===== src/rtl/fetch_unit.sv =====
// Instruction-fetch stage: owns the PC, fetches from a hold-until-ready memory
// port and presents one instruction (or a NOP bubble) to the IF/ID register.
module fetch_unit #(
  parameter logic [31:0] RESET_PC = 32'h0000_0000
) (
  input  logic        clk,
  input  logic        rst_n,
  input  logic        stallf,
  input  logic        pcsrcd,
  input  logic [31:0] pcbranchd,
  input  logic        jumpd,
  input  logic [31:0] pcjumpd,
  output logic        imem_req,
  output logic [31:0] imem_addr,
  input  logic        imem_ready,
  input  logic [31:0] imem_rdata,
  output logic [31:0] pcf,
  output logic [31:0] pcp4f,
  output logic [31:0] rd,
  output logic        validf
);

  typedef enum logic [1:0] {
    FETCH = 2'd0,
    HOLD  = 2'd1,
    DRAIN = 2'd2
  } state_e;

  state_e      state_q, state_d;
  logic [31:0] pcf_q, pcf_d;
  logic [31:0] rd_q, rd_d;
  logic [31:0] pcp4f_q, pcp4f_d;
  logic [31:0] tgt_q, tgt_d;
  logic        validf_q, validf_d;

  logic        redir;
  logic [31:0] redir_sel;
  logic [31:0] redir_tgt;

  assign redir     = jumpd | pcsrcd;
  assign redir_sel = jumpd ? pcjumpd : pcbranchd;
  assign redir_tgt = redir_sel & ~32'h0000_0003;

  always_ff @(posedge clk or negedge rst_n) begin
    if (!rst_n) begin
      state_q  <= FETCH;
      pcf_q    <= RESET_PC;
      rd_q     <= 32'h0;
      pcp4f_q  <= 32'h0;
      tgt_q    <= 32'h0;
      validf_q <= 1'b0;
    end else begin
      state_q  <= state_d;
      pcf_q    <= pcf_d;
      rd_q     <= rd_d;
      pcp4f_q  <= pcp4f_d;
      tgt_q    <= tgt_d;
      validf_q <= validf_d;
    end
  end

  // Memory handshake: imem_req/imem_addr stay asserted and unchanged from the
  // first request cycle up to and including the cycle imem_ready is seen;
  // imem_rdata is only meaningful in that imem_ready cycle.
  always_comb begin
    state_d  = state_q;
    pcf_d    = pcf_q;
    rd_d     = rd_q;
    pcp4f_d  = pcp4f_q;
    tgt_d    = tgt_q;
    validf_d = validf_q;
    case (state_q)
      FETCH: begin
        if (imem_ready) begin
          if (redir) begin
            pcf_d = redir_tgt;
          end else begin
            rd_d     = imem_rdata;
            pcp4f_d  = pcf_q + 32'd4;
            validf_d = 1'b1;
            state_d  = HOLD;
          end
        end else if (redir) begin
          tgt_d   = redir_tgt;
          state_d = DRAIN;
        end
      end
      HOLD: begin
        if (redir) begin
          pcf_d    = redir_tgt;
          validf_d = 1'b0;
          rd_d     = 32'h0;
          state_d  = FETCH;
        end else if (!stallf) begin
          pcf_d    = pcf_q + 32'd4;
          validf_d = 1'b0;
          rd_d     = 32'h0;
          state_d  = FETCH;
        end
      end
      DRAIN: begin
        // pcf still holds the in-flight address; the stale reply is dropped.
        if (imem_ready) begin
          pcf_d   = redir ? redir_tgt : tgt_q;
          state_d = FETCH;
        end else if (redir) begin
          tgt_d = redir_tgt;
        end
      end
      default: state_d = FETCH;
    endcase
  end

  assign imem_req  = rst_n & ((state_q == FETCH) | (state_q == DRAIN));
  assign imem_addr = pcf_q;
  assign pcf       = pcf_q;
  assign pcp4f     = pcp4f_q;
  assign rd        = rd_q;
  assign validf    = validf_q;

endmodule


===== config.mk =====
export PLATFORM = sky130hd
export DESIGN_NAME = fetch_unit
export DESIGN_NICKNAME = d
export VERILOG_FILES = /design/src/rtl/fetch_unit.sv
export SDC_FILE = /design/constraint.sdc
export NUM_CORES = 1
export LEC_CHECK = 0
export CORE_MARGIN = 4
export CORE_UTILIZATION = 47
export DETAILED_ROUTE_END_ITERATION = 10
export GPL_ROUTABILITY_DRIVEN = 0
export GPL_TIMING_DRIVEN = 0
export PLACE_DENSITY_LB_ADDON = 0.3
export REMOVE_ABC_BUFFERS = 1
export SLEW_MARGIN = 20
export SYNTH_ARGS = -nofsm -noshare
export SYNTH_HDL_FRONTEND = slang
export SYNTH_SLANG_ARGS = --single-unit

===== constraint.sdc =====
create_clock -name clk -period 2.6 [get_ports clk]
set_input_delay 0.26 -clock clk [delete_from_list [all_inputs] [get_ports clk]]
set_output_delay 0.26 -clock clk [all_outputs]
set_load 0.005 [all_outputs]

==> metrics.md <==
| Metric | Value |
|---|---|
| Seq/Total Area, Yosys | 45.2% |
| Final WL | 21,000 um |
| IO buf count | 227 |
| CTS root buffer | clkbuf_16 |
| Initial Util | 47.9% |
| Critical path arrival | 2.87 ns |
| DR iter-0 viols | 575 |
| Relative slew slack | 51.0% |
| Setup violators final | 0 |
| First-pass GRT wire length | 33,700 um |
| Type of the worst min-delay path | in -> async |
| Filler cell count | 1,200 |
| RSZ-0062 raised after global routing | yes |
| CP Max Fanout | 27 |
| CP max stage cell | or2_2 |
| Synth area leader | dfrtp_1 |
| #FFs+latches synth | 131 |
| Min cycle time layout | 2.51 ns |
| Die width | 132 um |
| Startpoint types | input pin |
| DP Wirelength | 14,300 um |
| Final-report max-slew violation count | 0 |
| Ys flop type | dfrtp_1 |
| Hold Violations, Final | 0 |
| Total track usage | 23.7% |
| Comb pwr share | 44.2% |
| Setup slack after layout | 0.0931 ns |
| Run status | completed |
| Post-synth EDFFs | 0 |
| Slew at the pin closest to its max-slew limit | 0.734 ns |
| Largest net degree at the start of global routing | 71 |
| Avg Inst Size Synth | 9.40 um^2 |
| Hold_ws | 0.366 ns |
| NetSw | 3.93 mW |
| CP Class | in -> reg |
| Part of the power in registers | 33.9% |
| Largest stage delay on the critical path | 0.69 ns |
| Crit end category | flop |
| Post-synth top area share | 45.2% |
| Synth Cell Area | 7250 um^2 |
| Core box area | 15,100 um^2 |
| Sw frac | 35.1% |
| Fin cells | 1,152 |
| Depth of the CTS H-tree | 4 |
| Net count, final | 1,058 |
| Req. time, crit path | 2.96 ns |
| Antenna viol nets, final | 0 |
| Synth area leaders | dfrtp_1 45%, o21ai_0 5.8%, nand2_1 4.8% |
| Most frequent cell after synthesis | dfrtp_1 |
| Tcrit/Tclk final | 96.4% |
| GR Overflow Total | 0 |
| Final core utilization | 67.4% |
| Post-synthesis cell type count | 66 |
| Initial antenna violation count | 0 |
| Pwr per Cell Area | 1090 nW/um^2 |
| Commonest cells post-synth | 131 x dfrtp_1, 93 x nand2_1, 84 x o21ai_0, 58 x a21oi_1, 51 x nor2_1 |
| Total clock buffers created by CTS | 17 |
| Clock latency at the later pin of the worst-skew pair | 0.42 ns |
| Number of global-route vias before repair | 6,403 |
| Share of cells above drive strength 1 | 9.75% |
| Setup slack, reg-to-reg | 0.15 ns |
| DR vias/cell | 5.74 |
| Clock slew at reported path FFs | 0.06 ns |
| N_diodes | 0 |
| Layout area overhead | 40.8% |
| Maximum VDD drop | 0.000577 V |
| Pint | 7.25 mW |
| First-pass detailed-route iteration total | 6 |
| Clock network power share | 21.8% |
| Ports | 232 |
| Full die area | 17,500 um^2 |
| DP Worst Slack | -1.33 ns |
| Detailed-route wire length per cell | 18.2 um |
| Max Clock Skew | 0.00837 ns |
| DIE HEIGHT | 132 um |
| Row cnt | 45 |
| Crit-path cells | clkdlybuf4s15_2 -> or2_2 -> o221ai_4 -> buf_16 -> or4_1 -> nand4_1 |
| Vias | 6,613 |
| Clk sinks | 131 |
| CTS tree | yes |
| Placed cell count | 1,113 |
| Post-route cell area | 10,200 um^2 |
| Clock Tree Buf Depth | 2 |
| Asr flop ratio synth | 100% |
| DRC viols | 0 |
| Max_cap viols | 0 |
| DP Area | 9460 um^2 |
| Leak pwr | 4.19 nW |
| Fmax | 0.399 GHz |
| Gate Count Post-Synth | 772 |
| Synth warn | 0 |
[placed cells by master, fill, tap and decap left out, types with 6 or more instances in the layout]
master / synthesis / routed
nand3_1: 14 / 12
o21ai_0: 84 / 83
mux2i_1: 29 / 29
and2_1: 8 / 8
xor2_1: 12 / 12
nor4_1: 6 / 6
a21oi_1: 58 / 56
clkdlybuf4s50_1: 0 / 224
and3_1: 6 / 6
nor2_1: 51 / 48
o31a_1: 6 / 6
mux2_2: 11 / 11
inv_1: 12 / 12
buf_4: 34 / 10
xnor2_1: 16 / 16
o31ai_1: 7 / 7
nor2b_1: 7 / 7
dfrtp_1: 131 / 131
clkbuf_16: 0 / 17
nor3_1: 17 / 16
nand2_1: 93 / 93
a22o_1: 39 / 39
nand4_1: 8 / 8
[stage by stage]
stage / total power [mW] / TNS (ns)
finish: 11.2 / 0
global route: 11.9 / -0.0100
CTS: 11.2 / -0.0291
detailed placement: 8.63 / -104.98
global placement: 8.38 / -1138.94
floorplan: 5.79 / -108.81
[per-layer routing]
layer	vias up	track usage, %	share of wire, %
met4	0	6.76	1.5
met2	287	38.6	48
met3	26	7.06	7.9
met1	3178	30.9	42
li1	3122	-	-
met5	-	0	0
[worst max-delay path: cells and delay by family]
family,cells,cell delay [ns]
simple gates,3,1.29
buf+inv,2,0.88
compound gates,1,0.42
[power groups by stage]
stage	Combinational [mW]	Clock, mW	Sequential (mW)
after floorplan	2.05	0	3.74
after global placement	4.61	0	3.77
after detailed placement	4.83	0	3.80
after CTS	4.95	2.46	3.79
after global routing	5.36	2.56	3.94
final	4.94	2.44	3.79
[final cells by class]
class                      instances  area [um^2]  area share (%)
multi-input combinational        545         3570            35.0
sequential                       131         3280            32.1
timing repair buffer             244         2480            24.3
clock buffer                      18          439            4.30
tap                              188          235            2.30
clock inverter                    14          163            1.59
inverter                          12         45.0           0.441
[state kept, by name (all words and copies together), names as in the netlist]
name and cells:
tgt_q 32, validf 1, rd 32, state_q 2, pcp4f 32, imem_addr 32
[what timing repair did]
| action | 4_1_cts | 5_1_grt |
|---|---|---|
| cloned | 1 | 0 |
| hold buffers | 1 | 0 |
| gates resized for setup | 16 | 3 |
| endpoints found under the setup margin | 130 | 57 |
| pin swaps | 2 | 2 |
| endpoints found under the hold margin | 61 | 0 |
| buffers inserted | 0 | 5 |
[logic make-up after synthesis]
| logic type | synth area share [%] |
|---|---|
| simple gates | 15.5 |
| mux | 5.71 |
| buf+inv | 7.66 |
| compound gates | 21.6 |
| fa+ha+maj | 0.863 |
| flops | 45.2 |
| xor+xnor | 3.38 |
[worst paths after layout]
check	startpoint	to	depth (start not counted)
setup reg to reg	state_q[1]	imem_addr[25]	7
min in group clk	jumpd	tgt_q[7]	3
setup / recovery	pcsrcd	imem_addr[25]	6
hold / removal	rst_n	pcp4f[15]	2
max in group asynchronous	rst_n	validf	3
hold reg to reg	validf	validf	1
Power figures use the tool's default switching activity.
